==> src/rtl/wb_unit.sv <==
// rtl/wb_unit.sv - writeback unit: retires ALU results, performs aligned loads with extension
// Ports:
//   clk, rst_n                      clock, asynchronous active-low reset
//   in_valid/in_ready               execute-stage result handshake (ready only in IDLE)
//   in_rd, in_result, in_is_load,   destination, result or load byte address,
//   in_funct3, in_pc                load type, instruction PC
//   mem_req_valid/ready, mem_req_addr   word-aligned load request
//   mem_rsp_valid, mem_rsp_data     single-cycle read-data return
//   rf_wen, rf_waddr, rf_wdata      register-file write port
//   retire_valid, retire_pc         one pulse per retired instruction
//   load_err                        sticky misaligned / illegal-funct3 load flag
module wb_unit #(
  parameter int ADDR_WIDTH = 5,
  parameter int DATA_WIDTH = 32
) (
  input  logic                  clk,
  input  logic                  rst_n,
  input  logic                  in_valid,
  output logic                  in_ready,
  input  logic [ADDR_WIDTH-1:0] in_rd,
  input  logic [DATA_WIDTH-1:0] in_result,
  input  logic                  in_is_load,
  input  logic [2:0]            in_funct3,
  input  logic [DATA_WIDTH-1:0] in_pc,
  output logic                  mem_req_valid,
  input  logic                  mem_req_ready,
  output logic [DATA_WIDTH-1:0] mem_req_addr,
  input  logic                  mem_rsp_valid,
  input  logic [DATA_WIDTH-1:0] mem_rsp_data,
  output logic                  rf_wen,
  output logic [ADDR_WIDTH-1:0] rf_waddr,
  output logic [DATA_WIDTH-1:0] rf_wdata,
  output logic                  retire_valid,
  output logic [DATA_WIDTH-1:0] retire_pc,
  output logic                  load_err
);

  typedef enum logic [1:0] {IDLE, REQ, WAIT} state_t;

  state_t                state;
  logic [ADDR_WIDTH-1:0] rd_q;
  logic [2:0]            f3_q;
  logic [1:0]            off_q;
  logic [DATA_WIDTH-1:0] pc_q;

  logic                  accept;
  logic                  load_fault;
  logic [7:0]            ld_byte;
  logic [15:0]           ld_half;
  logic [DATA_WIDTH-1:0] ld_value;

  assign in_ready = (state == IDLE);
  assign accept   = in_valid && in_ready;

  // Misaligned halfword/word or a funct3 with no defined load type.
  always_comb begin
    load_fault = 1'b0;
    case (in_funct3)
      3'b000, 3'b100: load_fault = 1'b0;
      3'b001, 3'b101: load_fault = in_result[0];
      3'b010:         load_fault = |in_result[1:0];
      default:        load_fault = 1'b1;
    endcase
  end

  // Lane selection uses the byte offset latched at accept, not the live input.
  always_comb begin
    ld_byte = 8'h00;
    case (off_q)
      2'd0: ld_byte = mem_rsp_data[7:0];
      2'd1: ld_byte = mem_rsp_data[15:8];
      2'd2: ld_byte = mem_rsp_data[23:16];
      2'd3: ld_byte = mem_rsp_data[31:24];
      default: ld_byte = 8'h00;
    endcase
    ld_half = off_q[1] ? mem_rsp_data[31:16] : mem_rsp_data[15:0];
    case (f3_q)
      3'b000:  ld_value = {{(DATA_WIDTH-8){ld_byte[7]}}, ld_byte};
      3'b001:  ld_value = {{(DATA_WIDTH-16){ld_half[15]}}, ld_half};
      3'b100:  ld_value = {{(DATA_WIDTH-8){1'b0}}, ld_byte};
      3'b101:  ld_value = {{(DATA_WIDTH-16){1'b0}}, ld_half};
      default: ld_value = mem_rsp_data;
    endcase
  end

  always_ff @(posedge clk or negedge rst_n) begin
    if (!rst_n) begin
      state         <= IDLE;
      rd_q          <= '0;
      f3_q          <= '0;
      off_q         <= '0;
      pc_q          <= '0;
      mem_req_valid <= 1'b0;
      mem_req_addr  <= '0;
      rf_wen        <= 1'b0;
      rf_waddr      <= '0;
      rf_wdata      <= '0;
      retire_valid  <= 1'b0;
      retire_pc     <= '0;
      load_err      <= 1'b0;
    end else begin
      // Write and retire are pulses; only the branches below raise them.
      rf_wen       <= 1'b0;
      retire_valid <= 1'b0;
      case (state)
        IDLE: begin
          if (accept) begin
            if (!in_is_load) begin
              rf_wen       <= (in_rd != '0);
              rf_waddr     <= in_rd;
              rf_wdata     <= in_result;
              retire_valid <= 1'b1;
              retire_pc    <= in_pc;
            end else if (load_fault) begin
              // Faulty load retires without touching memory or the register file.
              load_err     <= 1'b1;
              rf_waddr     <= in_rd;
              retire_valid <= 1'b1;
              retire_pc    <= in_pc;
            end else begin
              rd_q          <= in_rd;
              f3_q          <= in_funct3;
              off_q         <= in_result[1:0];
              pc_q          <= in_pc;
              mem_req_valid <= 1'b1;
              mem_req_addr  <= {in_result[DATA_WIDTH-1:2], 2'b00};
              state         <= REQ;
            end
          end
        end
        REQ: begin
          if (mem_req_ready) begin
            mem_req_valid <= 1'b0;
            state         <= WAIT;
          end
        end
        WAIT: begin
          if (mem_rsp_valid) begin
            rf_wen       <= (rd_q != '0);
            rf_waddr     <= rd_q;
            rf_wdata     <= ld_value;
            retire_valid <= 1'b1;
            retire_pc    <= pc_q;
            state        <= IDLE;
          end
        end
        default: state <= IDLE;
      endcase
    end
  end

endmodule

==> config.mk <==
export PLATFORM = sky130hd
export DESIGN_NAME = wb_unit
export DESIGN_NICKNAME = d
export VERILOG_FILES = /design/src/rtl/wb_unit.sv
export SDC_FILE = /design/constraint.sdc
export NUM_CORES = 1
export LEC_CHECK = 0
export CORE_MARGIN = 2
export CORE_UTILIZATION = 51
export DETAILED_ROUTE_END_ITERATION = 8
export HOLD_SLACK_MARGIN = 0.06
export PLACE_DENSITY = 0.95
export SLEW_MARGIN = 5
export SYNTH_ARGS = -nofsm -noshare
export SYNTH_HDL_FRONTEND = slang
export SYNTH_SLANG_ARGS = --single-unit
==> constraint.sdc <==
create_clock -name clk -period 2.9 [get_ports clk]
set_input_delay 0.29 -clock clk [delete_from_list [all_inputs] [get_ports clk]]
set_output_delay 0.29 -clock clk [all_outputs]
set_load 0.005 [all_outputs]
==> results <==
- For this run, the slowest stage of the critical path takes 0.70 ns.
- The violation count after the first detailed-routing iteration is 420.
- The number of violations of the max-capacitance limit is 0.
- The final design instance area without fill is 0.009922 mm2.
- The worst path setup slack after routing is 0.6669 ns.
- The final HPWL from detailed placement is 13850 um.
- The clock passes through at most 2 buffers.
- The share of layout cells above drive strength 1 is 12.77%.
- The clock tree synthesis step divided the H-tree into 4 levels.
- The filler cells instantiated in the layout total 856.
- The biggest area contributor in the post-synthesis netlist is dfrtp_1.
- The leakage power summed over all cells is 4.358 nW.
- For this configuration, the core starts out at a cell density of 52.45%.
- The share of total power consumed by net switching is 28.30%.
- For this run, the total global-route usage over all layers was measured as 29.09%.
- Setup repair after global routing left no endpoint under its margin.
- The worst setup path is captured at a flip-flop.
- The site row count is 42.
- For this run, asynchronously set or reset flops after synthesis account for 100.0%.
- Dividing total power by cell area gives a power density of 848.5 mW/mm2.
- In this run the vertical extent of the chip is 120.9 um.
- The fraction of the cycle the final worst path needs is 77.00%.
- The kind of critical path is reg2reg.
- The maximum operating frequency is 447.8 MHz.
- The total wire length after detailed routing is 20290 um.
- Counting every sink on the clock net gives 147.
- The area growth from synthesis to layout is 42.29%.
- STA puts the critical path data required time at 3.23 ns.
- The cell at the slowest stage of the critical path is nor2_2.
- The clock network fraction of total power is 29.9%.
- The final route contains 5815 vias.
- For this design the total switching power over the nets is 2.382 mW.
- Entering global routing, the biggest net connects 74 pins.
- In this run the cell area of the synthesized design comes to 0.006973 mm2.
- In this design, the largest share of critical-path delay is due to simple AND/OR/NAND/NOR gates.
- The placed instances occupy a cell area of 0.009229 mm2.
- The final number of max-transition violations is 0.
- The global-route wire length before repair is 32230 um.
- The data arrival at the endpoint of the critical path is 2.57 ns.
- Setup violations remaining at the end of the flow were counted as 0.
- The area used by multi-input combinational logic is 0.003058 mm2.
- The clock network latency to the later pin of the worst-skew pair is 0.43 ns.
- Across the routed clock network, the largest skew measured is 0.006017 ns.
- The signal on the critical path passes through and3b_1, nor2_2, buf_4, nand2_1, a22oi_1.
- In this run the biggest area consumer among cell types represents 52.75% of the synthesized area.
- The average cell area after synthesis is 10.95 um2.
- The tree is rooted in a clkbuf_16.
- By area the synthesized netlist is led by dfrtp_1 (53%), mux2_1 (9.4%), nand2_1 (8.3%).
- The most used flip-flop cell after synthesis is dfrtp_1.
- Of the total power, combinational logic draws 32.2%.
- The remaining number of nets flagged by the antenna check after routing is 0.
- Using the TritonRoute via totals, the vias-per-cell ratio works out to 5.690.
- The number of global-route vias before repair is 5921.
- Counting distinct cell types in the post-synthesis netlist gives 40.
- The count of buffers added by post-CTS timing repair for setup is 0.
- For this run, the number of Yosys warnings is 0.
- The remaining global-route overflow is 0.
- Counting flops with a built-in enable in the synthesized netlist gives 0.
- The number of antenna violations at the first check in global routing is 0.
- In this run, post-CTS repair resized a total of 0 instances.
- The number of buffers and inverters on the critical path is 1.
- In this run the worst hold path is classified as in2reg.
- The die area is 0.01462 mm2.
- Measured along the x axis, the die boundary spans 120.9 um.
- The count of TritonRoute iterations in the first routing pass is 6.
- TritonCTS built the clock tree.
- The antenna cell count is 0.
- The worst pin sits at a relative slew slack of 28.81%.
- Counting buffers and inverters, the worst setup path is 5 cells deep.
- The number of hold violations in the final report is 0.
- The post-layout minimum cycle time is 2.233 ns.
- The core area is 0.01330 mm2.
- The flow ran to the end, and the final reports show no timing, DRC or antenna violations.
- Before CTS, the worst setup slack after placement is 0.5151 ns.
- In this run the worst path has a maximum fanout of 22.
- The design internal power is 6.037 mW.
- At the pin with the least slew margin, the transition time is 1.068 ns.
- Input and output buffers added on the ports amount to 213.
- The clock edge transition at the registers on the reported setup and hold paths is 0.06 ns.
- Synthesis produced 637 cells.
- After detailed routing, the average wire length per cell comes to 19.86 um.
- Clock tree synthesis inserted a total of 17 buffers.
- Adding up every negative setup slack in the final design gives 0 ns.
- The share of total power dissipated in sequential elements is 37.9%.
- The area taken by flip-flops and latches is 0.003679 mm2.
- The worst setup path is launched from a flip-flop.
- The flop and latch count out of synthesis is 147.
- The total of hold buffers inserted after clock tree synthesis is 1.
- The fraction of the yosys area taken by sequential cells is 52.75%.
- The number of placed I/O pins is 216.
- The final weighted congestion in routability-driven placement is 0.9117.
- The highest ir drop seen on vdd is 638.4 uV.
- The number of cells traversed by the worst register-to-register path is 5.
- The number of cells on the worst hold path is 2.
- At the end of the flow, the number of nets in the layout was 943.
- The detailed-route DRC error count is 0.
## state kept, by name, summed over array words and instances, names as in the netlist
| name | flops |
|---|---|
| mem_req_addr | 30 |
| rd_q | 5 |
| off_q | 2 |
| f3_q | 3 |
| mem_req_valid | 1 |
| rf_wen | 1 |
| state | 2 |
| retire_valid | 1 |
| rf_waddr | 5 |
| rf_wdata | 32 |
| load_err | 1 |
| retire_pc | 32 |
| pc_q | 32 |
## synth_stat cells (2+ instances only)
| cell type | instances |
|---|---|
| nand3_1 | 9 |
| dfrtp_1 | 147 |
| o211ai_1 | 14 |
| mux2i_1 | 8 |
| nand2b_1 | 8 |
| nand4_1 | 2 |
| clkbuf_1 | 23 |
| mux2_1 | 58 |
| nand2_1 | 155 |
| mux2_4 | 19 |
| nor2b_1 | 11 |
| nor3_1 | 8 |
| o22ai_1 | 22 |
| o21ai_0 | 19 |
| buf_2 | 17 |
| or4_1 | 2 |
| buf_4 | 5 |
| or3b_2 | 2 |
| inv_1 | 3 |
| a21oi_1 | 24 |
| mux2_2 | 33 |
| a22oi_1 | 16 |
| buf_6 | 2 |
| buf_1 | 3 |
| o31ai_1 | 2 |
| nor2_1 | 4 |
| nand3b_1 | 8 |
## power groups by stage
stage                     registers, mW  clock network, mW  logic (mW)
after floorplan                    3.12                  0        1.21
after global placement             3.16                  0        2.59
after detailed placement           3.19                  0        2.68
after CTS                          3.18               2.54        2.72
after global routing               3.27               2.65        2.91
final                              3.19               2.52        2.71
## layout by cell type, fill, tap and decap left out, types with 3 or more instances in the layout
master           instances
mux2_1                  58
nor2b_1                 10
nor2_1                   3
nor3_1                   8
mux2_4                  19
buf_4                    9
nand3_1                  9
buf_12                   3
nand2b_1                 7
mux2i_1                  8
o211ai_1                14
inv_1                    3
clkinvlp_4               3
a21oi_1                 24
nand2_1                155
clkdlybuf4s50_1        212
clkbuf_16               17
nand3b_1                 8
dfrtp_1                147
a22oi_1                 16
o22ai_1                 22
o21ai_0                 19
bufinv_16                6
mux2_2                  33
## cell families (layout without fill, tap and decap cells)
logic type	Yosys count	count (layout)	share of synthesized area (%)
flip-flops	147	147	52.75
other	1	2	0.05378
AO/OA/AOI/OAI	103	103	9.438
multiplexers	119	119	20.26
AND/OR/NAND/NOR	214	214	13.85
buffers and inverters	53	261	3.643
## worst reg2reg max path: cells and delay by family, from the launching register on
kind	cells	cell delay, ns
compound gates	1	0.17
buf+inv	1	0.36
flops	1	0.55
simple gates	3	1.07
## final cells by class
| cell class | count | share of cell area (%) |
|---|---|---|
| flip-flops and latches | 147 | 37.07 |
| clock inverters | 13 | 2.320 |
| clock buffers | 19 | 4.565 |
| repair buffers | 226 | 22.89 |
| inverters | 3 | 0.1135 |
| well taps | 176 | 2.219 |
| multi-input cells | 438 | 30.82 |
## through the flow
stage                     instances  utilization [%]  power (mW)  hold slack [ns]
after floorplan                 638                -       4.327        -0.005591
after global placement          989            69.41       5.747           0.3578
after detailed placement        989            69.41       5.873           0.3583
after CTS                      1022            74.63       8.448           0.4515
after global routing           1022            74.63       8.830           0.4750
final                          1022            74.63       8.419           0.4584
## worst paths after layout
path | startpoint | to | slack [ns]
worst max-delay path | state[0] | rf_wdata[23] | 0.67
worst min-delay path | mem_req_ready | state[0] | 0.46
worst max register to register | state[0] | rf_wdata[23] | 0.67
worst min register to register | mem_req_addr[27] | mem_req_addr[27] | 0.49
min in group asynchronous | rst_n | mem_req_addr[26] | 0.47
max in group asynchronous | rst_n | retire_pc[4] | 1.66
## metal layers
| layer | global-route usage [%] | share of wire, % | vias up | routed length, um |
|---|---|---|---|---|
| li1 | - | - | 2611 | - |
| met1 | 36.75 | 39 | 2850 | 7996 |
| met2 | 46.88 | 49 | 287 | 9988 |
| met3 | 7.284 | 6.6 | 67 | 1348 |
| met4 | 13.95 | 4.7 | 0 | 962 |
| met5 | 0 | 0 | - | 0 |
(Power assumes the default switching activity.)
